$ cat config.mk
export PLATFORM = sky130hd
export DESIGN_NAME = mc_control_flat
export DESIGN_NICKNAME = d
export VERILOG_FILES = /design/src/rtl/mc_control_if.sv /design/src/rtl/mc_control.sv /design/src/flat_wrapper.sv
export SDC_FILE = /design/constraint.sdc
export NUM_CORES = 1
export LEC_CHECK = 0
export BUFFER_PORTS_ARGS = -buffer_cell sky130_fd_sc_hd__buf_2
export CORE_ASPECT_RATIO = 0.5
export CORE_MARGIN = 3
export CORE_UTILIZATION = 47
export CTS_BUF_LIST = sky130_fd_sc_hd__clkbuf_16
export DETAILED_ROUTE_END_ITERATION = 6
export PLACE_DENSITY = 0.78
export SETUP_SLACK_MARGIN = 0.5
export SYNTH_ARGS = -nofsm -noshare
export SYNTH_HDL_FRONTEND = slang
export SYNTH_SLANG_ARGS = --single-unit
$ cat constraint.sdc
create_clock -name clk -period 2.9 [get_ports clk]
set_input_delay 0.725 -clock clk [delete_from_list [all_inputs] [get_ports clk]]
set_output_delay 0.725 -clock clk [all_outputs]
set_load 0.03 [all_outputs]
$ cat src/rtl/mc_control_if.sv
// mc_control_if
//   Bundles the multicycle controller's datapath-facing signals.
//   master : datapath side (drives opcode and mem_ready, observes controls)
//   slave  : controller side (mc_control)
//   Signals:
//     opcode[5:0], mem_ready                 -> controller
//     read_mem, write_mem, ir_write, pc_write,
//     pc_write_cond, branch_ne, mux_pc_src[1:0],
//     write_reg, mux_write_rt_rd, mux_alu_src_reg_imm,
//     mux_reg_src_alu_mem, alu_op[ALUOP_W-1:0],
//     state[2:0], fault, instr_count[CNT_W-1:0] <- controller
interface mc_control_if #(
    parameter int ALUOP_W = 4,
    parameter int CNT_W   = 16
) ();
    logic [5:0]         opcode;
    logic               mem_ready;
    logic               read_mem;
    logic               write_mem;
    logic               ir_write;
    logic               pc_write;
    logic               pc_write_cond;
    logic               branch_ne;
    logic [1:0]         mux_pc_src;
    logic               write_reg;
    logic               mux_write_rt_rd;
    logic               mux_alu_src_reg_imm;
    logic               mux_reg_src_alu_mem;
    logic [ALUOP_W-1:0] alu_op;
    logic [2:0]         state;
    logic               fault;
    logic [CNT_W-1:0]   instr_count;

    modport master (
        output opcode, mem_ready,
        input  read_mem, write_mem, ir_write, pc_write, pc_write_cond,
               branch_ne, mux_pc_src, write_reg, mux_write_rt_rd,
               mux_alu_src_reg_imm, mux_reg_src_alu_mem, alu_op,
               state, fault, instr_count
    );

    modport slave (
        input  opcode, mem_ready,
        output read_mem, write_mem, ir_write, pc_write, pc_write_cond,
               branch_ne, mux_pc_src, write_reg, mux_write_rt_rd,
               mux_alu_src_reg_imm, mux_reg_src_alu_mem, alu_op,
               state, fault, instr_count
    );
endinterface

$ cat src/rtl/mc_control.sv
// mc_control
//   Multicycle MIPS-subset control unit: FETCH -> DECODE -> EXEC -> [MEM] -> [WB].
//   Memory accesses in FETCH and MEM are guarded by a wait counter; running
//   out of patience, or decoding an unsupported opcode, parks the FSM in
//   FAULT until reset. instr_count counts retired instructions.
//   Ports:
//     clk   : rising-edge clock
//     nrst  : synchronous active-low reset; also forces outputs idle
//             combinationally while low
//     bus   : mc_control_if.slave (opcode/mem_ready in, controls out)
module mc_control #(
    parameter int ALUOP_W     = 4,
    parameter int MEM_TIMEOUT = 15,
    parameter int CNT_W       = 16
) (
    input  logic         clk,
    input  logic         nrst,
    mc_control_if.slave  bus
);

    typedef enum logic [2:0] {
        ST_FETCH  = 3'b000,
        ST_DECODE = 3'b001,
        ST_EXEC   = 3'b010,
        ST_MEM    = 3'b011,
        ST_WB     = 3'b100,
        ST_FAULT  = 3'b111
    } state_t;

    localparam logic [5:0] OP_R     = 6'b000000;
    localparam logic [5:0] OP_ADDI  = 6'b001000;
    localparam logic [5:0] OP_ADDIU = 6'b001001;
    localparam logic [5:0] OP_ANDI  = 6'b001100;
    localparam logic [5:0] OP_LW    = 6'b100011;
    localparam logic [5:0] OP_SW    = 6'b101011;
    localparam logic [5:0] OP_BEQ   = 6'b000100;
    localparam logic [5:0] OP_BNE   = 6'b000101;
    localparam logic [5:0] OP_J     = 6'b000010;

    localparam logic [3:0] ALU_ADD  = 4'b0000;
    localparam logic [3:0] ALU_BEQ  = 4'b0001;
    localparam logic [3:0] ALU_FUNC = 4'b0010;
    localparam logic [3:0] ALU_AND  = 4'b0011;
    localparam logic [3:0] ALU_BNE  = 4'b0100;

    localparam logic [7:0] TIMEOUT_C = 8'(MEM_TIMEOUT);

    function automatic logic op_supported(input logic [5:0] op);
        case (op)
            OP_R, OP_ADDI, OP_ADDIU, OP_ANDI, OP_LW, OP_SW,
            OP_BEQ, OP_BNE, OP_J: op_supported = 1'b1;
            default:              op_supported = 1'b0;
        endcase
    endfunction

    state_t           state_q, state_nxt;
    logic [5:0]       op_q;
    logic [7:0]       wait_q, wait_nxt, wait_inc;
    logic [CNT_W-1:0] cnt_q;
    logic             retire;

    logic       read_mem, write_mem, ir_write, pc_write, pc_write_cond, branch_ne;
    logic [1:0] mux_pc_src;
    logic       write_reg, mux_write_rt_rd, mux_alu_src_reg_imm, mux_reg_src_alu_mem;
    logic [3:0] alu_op_c;

    assign wait_inc = wait_q + 8'd1;

    always_ff @(posedge clk) begin
        if (!nrst) begin
            state_q <= ST_FETCH;
            op_q    <= 6'b000000;
            wait_q  <= 8'd0;
            cnt_q   <= '0;
        end else begin
            state_q <= state_nxt;
            wait_q  <= wait_nxt;
            // The opcode is captured once; later stages never look at the input.
            if (state_q == ST_DECODE) begin
                op_q <= bus.opcode;
            end
            if (retire) begin
                cnt_q <= cnt_q + 1'b1;
            end
        end
    end

    always_comb begin
        state_nxt           = state_q;
        // Counter is zero on every entry to FETCH/MEM because only the
        // waiting branches below keep a non-zero value.
        wait_nxt            = 8'd0;
        read_mem            = 1'b0;
        write_mem           = 1'b0;
        ir_write            = 1'b0;
        pc_write            = 1'b0;
        pc_write_cond       = 1'b0;
        branch_ne           = 1'b0;
        mux_pc_src          = 2'b00;
        write_reg           = 1'b0;
        mux_write_rt_rd     = 1'b0;
        mux_alu_src_reg_imm = 1'b0;
        mux_reg_src_alu_mem = 1'b0;
        alu_op_c            = ALU_ADD;

        if (!nrst) begin
            alu_op_c  = ALU_FUNC;
            state_nxt = ST_FETCH;
        end else begin
            case (state_q)
                ST_FETCH: begin
                    read_mem = 1'b1;
                    if (bus.mem_ready) begin
                        ir_write  = 1'b1;
                        pc_write  = 1'b1;
                        state_nxt = ST_DECODE;
                    end else if (wait_inc == TIMEOUT_C) begin
                        state_nxt = ST_FAULT;
                    end else begin
                        wait_nxt = wait_inc;
                    end
                end
                ST_DECODE: begin
                    state_nxt = op_supported(bus.opcode) ? ST_EXEC : ST_FAULT;
                end
                ST_EXEC: begin
                    case (op_q)
                        OP_R: begin
                            alu_op_c  = ALU_FUNC;
                            state_nxt = ST_WB;
                        end
                        OP_ADDI, OP_ADDIU: begin
                            alu_op_c            = ALU_ADD;
                            mux_alu_src_reg_imm = 1'b1;
                            state_nxt           = ST_WB;
                        end
                        OP_ANDI: begin
                            alu_op_c            = ALU_AND;
                            mux_alu_src_reg_imm = 1'b1;
                            state_nxt           = ST_WB;
                        end
                        OP_LW, OP_SW: begin
                            alu_op_c            = ALU_ADD;
                            mux_alu_src_reg_imm = 1'b1;
                            state_nxt           = ST_MEM;
                        end
                        OP_BEQ: begin
                            pc_write_cond = 1'b1;
                            mux_pc_src    = 2'b01;
                            alu_op_c      = ALU_BEQ;
                            state_nxt     = ST_FETCH;
                        end
                        OP_BNE: begin
                            pc_write_cond = 1'b1;
                            branch_ne     = 1'b1;
                            mux_pc_src    = 2'b01;
                            alu_op_c      = ALU_BNE;
                            state_nxt     = ST_FETCH;
                        end
                        OP_J: begin
                            pc_write   = 1'b1;
                            mux_pc_src = 2'b10;
                            state_nxt  = ST_FETCH;
                        end
                        default: state_nxt = ST_FAULT;
                    endcase
                end
                ST_MEM: begin
                    // Only LW and SW can reach MEM, so anything not LW is a store.
                    if (op_q == OP_LW) begin
                        read_mem = 1'b1;
                    end else begin
                        write_mem = 1'b1;
                    end
                    if (bus.mem_ready) begin
                        state_nxt = (op_q == OP_LW) ? ST_WB : ST_FETCH;
                    end else if (wait_inc == TIMEOUT_C) begin
                        state_nxt = ST_FAULT;
                    end else begin
                        wait_nxt = wait_inc;
                    end
                end
                ST_WB: begin
                    write_reg           = 1'b1;
                    mux_write_rt_rd     = (op_q == OP_R);
                    mux_reg_src_alu_mem = (op_q != OP_LW);
                    state_nxt           = ST_FETCH;
                end
                ST_FAULT: begin
                    state_nxt = ST_FAULT;
                end
                default: begin
                    state_nxt = ST_FAULT;
                end
            endcase
        end
    end

    // An instruction retires when the FSM heads back to FETCH from a
    // post-decode state; reset is excluded since state_nxt is forced there.
    assign retire = nrst && (state_nxt == ST_FETCH) &&
                    ((state_q == ST_EXEC) || (state_q == ST_MEM) || (state_q == ST_WB));

    assign bus.read_mem            = read_mem;
    assign bus.write_mem           = write_mem;
    assign bus.ir_write            = ir_write;
    assign bus.pc_write            = pc_write;
    assign bus.pc_write_cond       = pc_write_cond;
    assign bus.branch_ne           = branch_ne;
    assign bus.mux_pc_src          = mux_pc_src;
    assign bus.write_reg           = write_reg;
    assign bus.mux_write_rt_rd     = mux_write_rt_rd;
    assign bus.mux_alu_src_reg_imm = mux_alu_src_reg_imm;
    assign bus.mux_reg_src_alu_mem = mux_reg_src_alu_mem;
    assign bus.alu_op              = ALUOP_W'(alu_op_c);
    assign bus.state               = state_q;
    assign bus.fault               = (state_q == ST_FAULT);
    assign bus.instr_count         = cnt_q;

endmodule

$ cat src/flat_wrapper.sv
// flat-port wrapper written by rule: the top's interface ports become plain ports
module mc_control_flat 
#(
    parameter int ALUOP_W     = 4,
    parameter int MEM_TIMEOUT = 15,
    parameter int CNT_W       = 16
)
  (clk, nrst, bus_opcode, bus_mem_ready, bus_read_mem, bus_write_mem, bus_ir_write, bus_pc_write, bus_pc_write_cond, bus_branch_ne, bus_mux_pc_src, bus_write_reg, bus_mux_write_rt_rd, bus_mux_alu_src_reg_imm, bus_mux_reg_src_alu_mem, bus_alu_op, bus_state, bus_fault, bus_instr_count);
  mc_control_if #(.ALUOP_W(ALUOP_W), .CNT_W(CNT_W)) bus_i ();
  input  logic clk;
  input  logic nrst;
  input wire logic [$bits(bus_i.opcode)-1:0] bus_opcode;
  input wire logic [$bits(bus_i.mem_ready)-1:0] bus_mem_ready;
  output wire logic [$bits(bus_i.read_mem)-1:0] bus_read_mem;
  output wire logic [$bits(bus_i.write_mem)-1:0] bus_write_mem;
  output wire logic [$bits(bus_i.ir_write)-1:0] bus_ir_write;
  output wire logic [$bits(bus_i.pc_write)-1:0] bus_pc_write;
  output wire logic [$bits(bus_i.pc_write_cond)-1:0] bus_pc_write_cond;
  output wire logic [$bits(bus_i.branch_ne)-1:0] bus_branch_ne;
  output wire logic [$bits(bus_i.mux_pc_src)-1:0] bus_mux_pc_src;
  output wire logic [$bits(bus_i.write_reg)-1:0] bus_write_reg;
  output wire logic [$bits(bus_i.mux_write_rt_rd)-1:0] bus_mux_write_rt_rd;
  output wire logic [$bits(bus_i.mux_alu_src_reg_imm)-1:0] bus_mux_alu_src_reg_imm;
  output wire logic [$bits(bus_i.mux_reg_src_alu_mem)-1:0] bus_mux_reg_src_alu_mem;
  output wire logic [$bits(bus_i.alu_op)-1:0] bus_alu_op;
  output wire logic [$bits(bus_i.state)-1:0] bus_state;
  output wire logic [$bits(bus_i.fault)-1:0] bus_fault;
  output wire logic [$bits(bus_i.instr_count)-1:0] bus_instr_count;
  assign bus_i.opcode = bus_opcode;
  assign bus_i.mem_ready = bus_mem_ready;
  assign bus_read_mem = bus_i.read_mem;
  assign bus_write_mem = bus_i.write_mem;
  assign bus_ir_write = bus_i.ir_write;
  assign bus_pc_write = bus_i.pc_write;
  assign bus_pc_write_cond = bus_i.pc_write_cond;
  assign bus_branch_ne = bus_i.branch_ne;
  assign bus_mux_pc_src = bus_i.mux_pc_src;
  assign bus_write_reg = bus_i.write_reg;
  assign bus_mux_write_rt_rd = bus_i.mux_write_rt_rd;
  assign bus_mux_alu_src_reg_imm = bus_i.mux_alu_src_reg_imm;
  assign bus_mux_reg_src_alu_mem = bus_i.mux_reg_src_alu_mem;
  assign bus_alu_op = bus_i.alu_op;
  assign bus_state = bus_i.state;
  assign bus_fault = bus_i.fault;
  assign bus_instr_count = bus_i.instr_count;
  mc_control #(.ALUOP_W(ALUOP_W), .MEM_TIMEOUT(MEM_TIMEOUT), .CNT_W(CNT_W)) u_core (.clk(clk), .nrst(nrst), .bus(bus_i));
endmodule
==> flow_summary.toml, run 1 <==
[run_status]
status = "complete, no violations"

[cts]
cts.clk_slew.worst_paths_ps = 50
htreeDepth = 2
clk_latency_ps = 280
clock-root-buffer = "clkbuf_16"
cts.sinks = 33
cts_hold_buf = 0
cts_tree = "done"
clk_path_buf_depth = 2
tritoncts.num_buffers = 5

[power]
p_leak_nw = 1.02
vdd_drop_max_mv = 0.351
p_per_area_nw_per_um2 = 797

[floorplanning]
initial_core_util_pct = 51.0
die_h_um = 50.1
die_w_um = 94.2
io_pins = 45
core_um2 = 3580
die_area_um2 = 4720
rows = 15

[final_layout]
layout_commonest_cell = "buf_2"
fill_cells = 287
final_util_pct = 66.1
nNetsFinal = 276
syn2layout_area_growth_pct = 29.5
drive_gt1_share_pct = 33.2
final_area_um2 = 2370
final_cell_mix = "39 x buf_2, 25 x dfxtp_1, 18 x nor2_1, 17 x nand2_1, 16 x nand3_1"
antenna_cells = 0

[run]
drv_cap = 0

[timing]
hold_viol = 0
hold_ws_ps = 476
max_freq_mhz = 425
setup_ws_ps = 547
tns_ps = 0
worst_slew_pin_slew_ps = 572
fin_skew_ps = 3.81
slew_headroom_pct = 61.7
finalCritPeriodShare_pct = 81.1
drv_slew = 0
rsz0062_at_grt = "yes"
setup_viol = 0
min_period_ps = 2350

[yosys]
ys_seq_area_share_pct = 36.1
syn_area_per_cell_um2 = 8.39
synth_compound_area_share_pct = 16.4
syn_inst = 218
synth_area_um2 = 1830
synth-async-reset-ratio_pct = 0
synth_fp_nets = 230
synthAdderAreaFrac_pct = 2.05
synth-xor-area-share_pct = 3.83
ys_warn_count = 0
synth_top_family_by_area = "simple AND/OR/NAND/NOR gates"
ys_ff_latch = 33
synth-main-ff-cell = "dfxtp_1"
synth_cell_types = 49
synth_edf_count = 0
synthSimpleGateAreaFrac_pct = 30.6
synthMuxAreaShare_pct = 6.57

[global_routing]
grt_max_degree = 18
grt_pass1_wl_um = 7720
overflow = 0
grt_pass1_vias = 1681
antenna_found_initial = 0
groute.usage.overall_pct = 21.1

[detailed_routing]
viasPerCell = 5.59
drtIter0Drc = 41
first_pass_iters = 4
num_vias = 1766
wl_per_cell_um = 14.5
drc_errors = 0
finalWirelength_um = 4580
antenna_left = 0

[placed_design]
pre_cts_ws_ps = 387
dpl-instance-area_um2 = 2110
gp_congestion = 0.877
io_buffers = 43
dp.final_hpwl_um = 3130

[worst_setup_path]
critical_path_required_ps = 2170
crit_type = "flop to output port"
endpoint_kind = "output port"
r2r_cells = 6
crit_fanout = 5
crit_path_start_kind = "flop"
cp.arrival_ps = 1630

[hold_path]
worstHoldPathCells = 1
worstHoldPathType = "flop to flop"
==> worst paths after layout <==
path | start | to | slack (ps)
worst max-delay path | u_core.op_q[3] | bus_read_mem | 550
worst min-delay path | u_core.wait_q[0] | u_core.wait_q[0] | 480
worst max register to register | u_core.op_q[4] | u_core.bus.instr_count[15] | 660
worst min register to register | u_core.wait_q[0] | u_core.wait_q[0] | 480
==> sequential cells by signal, summed over array words and instances (netlist names) <==
register,flops
u_core.bus.state,3
u_core.wait_q,8
u_core.op_q,6
u_core.bus.instr_count,16
==> layout make-up <==
class / instances / area (µm²) / share of cell area (%)
clock buffer: 5 / 125 / 5.28
clock inverter: 3 / 41.3 / 1.74
inverter: 7 / 26.3 / 1.11
multi-input combinational: 170 / 1180 / 50.0
sequential: 33 / 673 / 28.4
tap: 51 / 63.8 / 2.69
timing repair buffer: 47 / 255 / 10.8
==> cell usage after synthesis (all sizes together), types with 5 or more instances <==
cell	instances	area (µm²)
xor2	5	43.8
o21ai	9	45.0
dfxtp	33	661
nand3	17	85.1
or3	8	50.1
nand2	17	63.8
inv	6	22.5
mux2i	12	120
and2	5	31.3
buf	5	38.8
a21oi	14	70.1
nor2	19	71.3
and3	9	56.3
==> routing by layer <==
| layer | track usage, % | vias up | part of all wire (%) |
|---|---|---|---|
| li1 | - | 882 | - |
| met1 | 27.8 | 829 | 46 |
| met2 | 32.7 | 48 | 47 |
| met3 | 5.18 | 7 | 5.3 |
| met4 | 9.35 | 0 | 1.8 |
| met5 | 0 | - | 0 |
==> through the flow <==
stage | std cells | power, mW
2_1_floorplan | 218 | 1.08
3_5_place_dp | 306 | 1.21
4_1_cts | 315 | 1.85
6_report | 316 | 1.89
5_1_grt | 316 | 1.98
3_3_place_gp | 306 | 1.19
==> what timing repair did <==
| item | in CTS | in global routing |
|---|---|---|
| buffers inserted | 1 | 1 |
| gates resized for setup | 14 | 10 |
| endpoints found under the setup margin | 10 | 8 |
| endpoints found under the hold margin | 0 | 0 |
| pin swaps | 1 | 2 |
==> logic make-up (layout without fill, tap and decap cells) <==
kind of cell / count (synthesis) / in the layout
buffers and inverters: 15 / 62
other: 1 / 1
adders and majority gates: 3 / 3
AOI/OAI and AO/OA: 42 / 42
DFF: 33 / 33
muxes: 12 / 12
xor gates and xnor gates: 8 / 8
and+or+nand+nor: 104 / 104
==> worst max-delay path: stages (launching register included) <==
cell and delay, ps:
dfxtp_2 360, or2_4 300, nor3_2 150, buf_4 150
nand3_1 70, a21oi_1 140, buf_4 170
==> power by group <==
part / leakage [nW] / switching [mW] / internal [mW]
Combinational: 0.675 / 0.407 / 0.247
Clock: 0.0775 / 0.202 / 0.402
Sequential: 0.271 / 0.116 / 0.514
No activity file was read; power rests on OpenSTA's default activity.
==> inputs of run 2 (changes only) <==
Settings changed: PLACE_DENSITY 0.78 to 0.8.
Clock period 2.9 ns to 2.1 ns, I/O delays scaled along.
==> run 2 against run 1 <==
Net effect:
- the flow now finishes with violations (setup timing)
- cell count grew 14%
- count of clock-buffer cells in the layout unchanged
- clock skew increased by 5.3 ps
- design area up 33%
- utilization is 22 points higher
- via count increased by 35%
- routed wire length is 95% higher
- sequential share of layout area down 6.2 points
- first-iteration DRC count rose to 7.7 times the previous value
- die area unchanged
- global-route usage increased by 10 points
- largest cell class unchanged
- combinational power rose to 3.0 times the previous value
==> flow_summary.toml, run 2 (synthesis results as in run 1) <==
[global_routing]
groute.usage.overall_pct = 31.4
grt_pass1_wl_um = 11200
busiest_layer = "met2"
grt_util_met2_pct = 51.6
overflow = 0
grt_pass1_vias = 2183
gr-usage-met1_pct = 37.3
antenna_found_initial = 0
grt_max_degree = 18
grt_use_met3_pct = 9.45

[detailed_routing]
wl_per_cell_um = 24.9
viasPerCell = 6.65
first_pass_iters = 5
finalWirelength_um = 8940
drc_errors = 0
drtIter0Drc = 314
num_vias = 2387
antenna_left = 0

[timing]
slew_headroom_pct = 63.9
worst_slew_pin_slew_ps = 542
fin_skew_ps = 9.14
finalCritPeriodShare_pct = 108
rsz0062_at_grt = "yes"
min_period_ps = 2270
tns_ps = -1110
drv_slew = 0
max_freq_mhz = 441
hold_viol = 0
setup_ws_ps = -167
setup_viol = 20

[power]
p_leak_nw = 1.29
vdd_drop_max_mv = 0.601
p_per_area_nw_per_um2 = 1160

[worst_setup_path]
critical_path_required_ps = 2290
cp.arrival_ps = 2460
crit_type = "flop to flop"
crit_path_start_kind = "flop"
crit_fanout = 7
endpoint_kind = "flop"

[placed_design]
pre_cts_ws_ps = -12.8
dp.final_hpwl_um = 3480
io_buffers = 43
gp_congestion = 0.882

[cts]
htreeDepth = 2
cts.sinks = 33
cts_tree = "done"
cts_hold_buf = 0
clk_latency_ps = 290
clock-root-buffer = "clkbuf_16"
tritoncts.num_buffers = 5
cts.clk_slew.worst_paths_ps = 60
clk_path_buf_depth = 2

[hold_path]
worstHoldPathType = "flop to flop"

[final_layout]
syn2layout_area_growth_pct = 72.4
largest_reg_flops = 16
final_util_pct = 88.0
fill_cells = 121
drive_gt1_share_pct = 55.2
nNetsFinal = 319
antenna_cells = 0
final_cell_mix = "32 x buf_4, 28 x buf_6, 27 x buf_2, 20 x dfxtp_1, 15 x nor2_1"
layout_commonest_cell = "buf_4"

[run_status]
status = "finished with violations"
violations = "setup timing"

[floorplanning]
initial_core_util_pct = 51.0
die_h_um = 50.1
die_w_um = 94.2
core_um2 = 3580
io_pins = 45
rows = 15
die_area_um2 = 4720

[run]
drv_cap = 0
-- run 2: cell type report --
type,instances,area (µm²),share of cell area (%)
inverter,7,28.8,0.912
clock inverter,3,38.8,1.23
sequential,33,702,22.3
timing repair buffer,90,733,23.2
clock buffer,5,125,3.97
multi-input combinational,170,1460,46.4
tap,51,63.8,2.02
-- run 2: metal layers --
layer  up-vias  share of wire, %
li1        969                 -
met1      1083                36
met2       252                44
met3        83                13
met4         0               7.3
met5         -                 0
-- run 2: worst paths after layout --
path | from | to | slack, ps | cells past startpoint
max | u_core.wait_q[0] | u_core.bus.instr_count[12] | -170 | 9
min | u_core.wait_q[0] | u_core.wait_q[0] | 490 | 1
max reg2reg | u_core.wait_q[0] | u_core.bus.instr_count[12] | -170 | 9
min reg2reg | u_core.wait_q[0] | u_core.wait_q[0] | 490 | 1
-- run 2: repair_timing --
action	4_1_cts	5_1_grt
pin swaps	35	10
resized for setup	70	32
buffers inserted	22	7
setup endpoints to repair	40	49
-- run 2: per-stage QoR --
stage          hold slack [ps]  cell area (µm²)  cells  total power [mW]
4_1_cts                    450             2960    352              3.17
2_1_floorplan              436             2040    218              1.69
5_1_grt                    484             3150    359              3.75
6_report                   488             3150    359              3.67
3_3_place_gp               443             2380    322              1.90
3_5_place_dp               461             2380    322              1.94
-- run 2: report_power, final --
group          switching [mW]  internal [mW]  total [mW]
registers               0.154          0.722       0.876
clock network           0.292          0.553       0.846
logic                    1.07          0.881        1.95
total                    1.52           2.16        3.67
-- run 2: worst max-delay path, cell delays in order, from the launching register on --
cell	delay (ps)
dfxtp_4	380
ha_4	170
xor2_4	180
nand3_2	100
o41a_1	510
o22ai_2	210
buf_6	150
buf_6	130
o21ai_0	100
a21oi_1	250
==> inputs of run 3 (changes only) <==
Settings changed: GPL_TIMING_DRIVEN set to 0.
==> run 3 against run 2 <==
Net effect:
- the flow now stops in 5_1_grt
- synthesized area unchanged
- synthesized cell count unchanged
==> flow_summary.toml, run 3 <==
[floorplanning]
die_w_um = 94.2
io_pins = 45
die_h_um = 50.1
initial_core_util_pct = 51.0
rows = 15

[yosys]
synth_most_common_cell = "dfxtp_1"
syn_area_per_cell_um2 = 8.39
synth_top_area_share_pct = 36.1
synth_fp_nets = 230
synth_cell_types = 49
synth-main-ff-cell = "dfxtp_1"
synth_edf_count = 0
post-synth-top-area-cell = "dfxtp_1"
synthTopCellsByCount = "33 x dfxtp_1, 19 x nor2_1, 17 x nand2_1, 17 x nand3_1, 14 x a21oi_1"
ys_warn_count = 0
ys_seq_area_share_pct = 36.1
syn_inst = 218
ys_ff_latch = 33
synth-async-reset-ratio_pct = 0
synth_area_um2 = 1830
synthTopCellsByArea = "dfxtp_1 36%, mux2i_1 6.6%, nand3_1 4.7%"

[placed_design]
dpl-instance-area_um2 = 2310
placed_cells = 312
pre_cts_ws_ps = -250
dp.final_hpwl_um = 3350
io_buffers = 43
gp_congestion = 0.840

[global_routing]
antenna_found_initial = 1
grt_max_degree = 12

[timing]
crit_endpoint = "bus_pc_write"
worstEndpointType = "primary output"

[run_status]
status = "aborted with a tool error"
lastStage = "5_1_grt"
error_line = "[ERROR DPL-0033] detailed placement checks failed during check placement."

[cts]
cts.sinks = 33
htreeDepth = 2
clock-root-buffer = "clkbuf_16"
tritoncts.num_buffers = 5
clk_path_buf_depth = 2
-- run 3: through the flow --
step | setup TNS, ps | hold WS [ps]
floorplan | 0 | 436
global placement | -282 | 446
detailed placement | -302 | 459
CTS | -20.8 | 489
-- run 3: timing repair --
action | 4_1_cts
resized for setup | 93
setup buffers | 28
hold buffers | 0
setup endpoints to repair | 33
endpoints found under the hold margin | 0
gates cloned | 2
pin swaps | 32
-- run 3: logic make-up after synthesis --
kind of cell               share of synthesized area, %
xor gates and xnor gates                           3.83
AOI/OAI and AO/OA                                  16.4
buffers and inverters                              4.17
other                                             0.205
DFF                                                36.1
adders and majority gates                          2.05
and+or+nand+nor                                    30.6
muxes                                              6.57
==> inputs of run 4 (changes only) <==
Settings changed: CORE_ASPECT_RATIO 0.5 to unset, CORE_UTILIZATION 47 to 32, CTS_BUF_LIST sky130_fd_sc_hd__clkbuf_16 to unset, PLACE_DENSITY 0.8 to unset, PLACE_DENSITY_LB_ADDON set to 0.15, SETUP_SLACK_MARGIN 0.5 to unset.
Clock period 2.1 ns to 2.7 ns, I/O delays scaled along.
==> run 4 against run 3 <==
Net effect:
- the run now ends clean
==> flow_summary.toml, run 4 (synthesis results as in run 1) <==
[global_routing]
grt_max_degree = 11
grt_pass1_vias = 1551
grt_pass1_wl_um = 7300
antenna_found_initial = 0
groute.usage.overall_pct = 14.1
overflow = 0

[final_layout]
fill_cells = 563
drive_gt1_share_pct = 25.7
largest_reg_flops = 16
nNetsFinal = 280
regArea_um2 = 661
multi_input_area_um2 = 1100
layout_commonest_cell = "buf_2"
antenna_cells = 0
final_cell_mix = "44 x buf_2, 33 x dfxtp_1, 19 x nor2_1, 17 x nand3_1, 17 x nand2_1"
syn2layout_area_growth_pct = 22.0

[power]
clockPowerShare_pct = 22.2
p_leak_nw = 0.988
p_per_area_nw_per_um2 = 761
power.switching_uw = 703
p_int_uw = 995
switching_share_pct = 41.4
power_frac_seq_pct = 35.8
vdd_drop_max_mv = 0.436
power_frac_comb_pct = 42.0

[worst_setup_path]
crit_fanout = 6
crit_chain = "or2_1 -> nor4b_1 -> nor2b_1 -> or2_2 -> buf_2"
endpoint_kind = "output port"
crit_path_start_kind = "flop"
crit_type = "flop to output port"
critPathTopFamily = "simple AND/OR/NAND/NOR gates"
cp.arrival_ps = 1820
cpMaxStageDelayCell = "dfxtp_1"
cpPeakStageDelay_ps = 360
critical_path_required_ps = 2030
path_buf_inv = 1

[floorplanning]
rows = 26
initial_core_util_pct = 34.5
die_w_um = 81.6
die_area_um2 = 6660
core_um2 = 5300
die_h_um = 81.6
io_pins = 45

[detailed_routing]
drc_errors = 0
antenna_left = 0
drtIter0Drc = 71
wl_per_cell_um = 13.1
num_vias = 1740
first_pass_iters = 4
viasPerCell = 5.15
finalWirelength_um = 4440

[cts]
post_cts_buffers = 0
clk_path_buf_depth = 2
clock-root-buffer = "clkbuf_8"
cts.clk_slew.worst_paths_ps = 70
htreeDepth = 2
cts_tree = "done"
clk_latency_ps = 280
tritoncts.num_buffers = 5
cts.sinks = 33

[timing]
fin_skew_ps = 3.49
min_period_ps = 2490
setup_viol = 0
slew_headroom_pct = 60.6
tns_ps = 0
drv_slew = 0
worst_slew_pin_slew_ps = 588
finalCritPeriodShare_pct = 92.3
setup_ws_ps = 209
hold_viol = 0
max_freq_mhz = 401
rsz0062_at_grt = "no"

[placed_design]
io_buffers = 43
dp.final_hpwl_um = 3330
pre_cts_ws_ps = 76.7
gp_congestion = 0.730

[run_status]
status = "complete, no violations"

[hold_path]
worstHoldPathType = "flop to flop"

[run]
drv_cap = 0
## run 4: power by group through the flow
stage                     logic, mW  clock network (mW)  registers, mW
final                         0.714               0.377          0.607
after global routing          0.783               0.408          0.619
after CTS                     0.716               0.389          0.609
after detailed placement      0.714                   0          0.620
after global placement        0.714                   0          0.618
after floorplan               0.494                   0          0.656
## run 4: path summary, 6_finish.rpt
kind                             from  cells after the start                         end  slack, ps
hold / removal       u_core.wait_q[0]                      1            u_core.wait_q[0]        460
setup reg to reg  u_core.bus.state[2]                      7  u_core.bus.instr_count[15]        440
hold reg to reg      u_core.wait_q[0]                      1            u_core.wait_q[0]        460
setup / recovery       u_core.op_q[2]                      5                bus_pc_write        210
## run 4: layout make-up
cell class	instances	area share, %
inverter	7	1.18
clock buffer	7	3.87
tap	70	3.92
sequential	33	29.6
buffer	8	2.35
timing repair buffer	43	9.64
multi-input combinational	170	49.4
## run 4: worst register-to-register path: stages, from the launching register on
cell	delay [ps]
dfxtp_1	340
buf_4	160
or3b_4	420
a211oi_4	380
and3_1	250
nand2_1	70
or4_1	400
a21oi_1	160
## run 4: what timing repair did
action / CTS / global route
setup endpoints to repair: 0 / 5
hold buffers: 0 / 0
gates resized for setup: 0 / 5
## run 4: through the flow
step           instance area (µm²)  std cells  total power, mW  hold WS [ps]  util, %
2_1_floorplan                 1840        218             1.15           426        -
3_5_place_dp                  2140        331             1.33           450     40.3
4_1_cts                       2220        338             1.71           465     42.0
3_3_place_gp                  2140        331             1.33           447     40.3
6_report                      2230        338             1.70           464     42.1
5_1_grt                       2230        338             1.81           492     42.1
## run 4: layer usage
layer / up-vias / routed length, µm / global-route usage [%]
met5: - / 0 / 0
met4: 0 / 67 / 4.98
met3: 7 / 272 / 4.28
met2: 45 / 2010 / 22.1
met1: 800 / 2090 / 18.3
li1: 888 / - / -
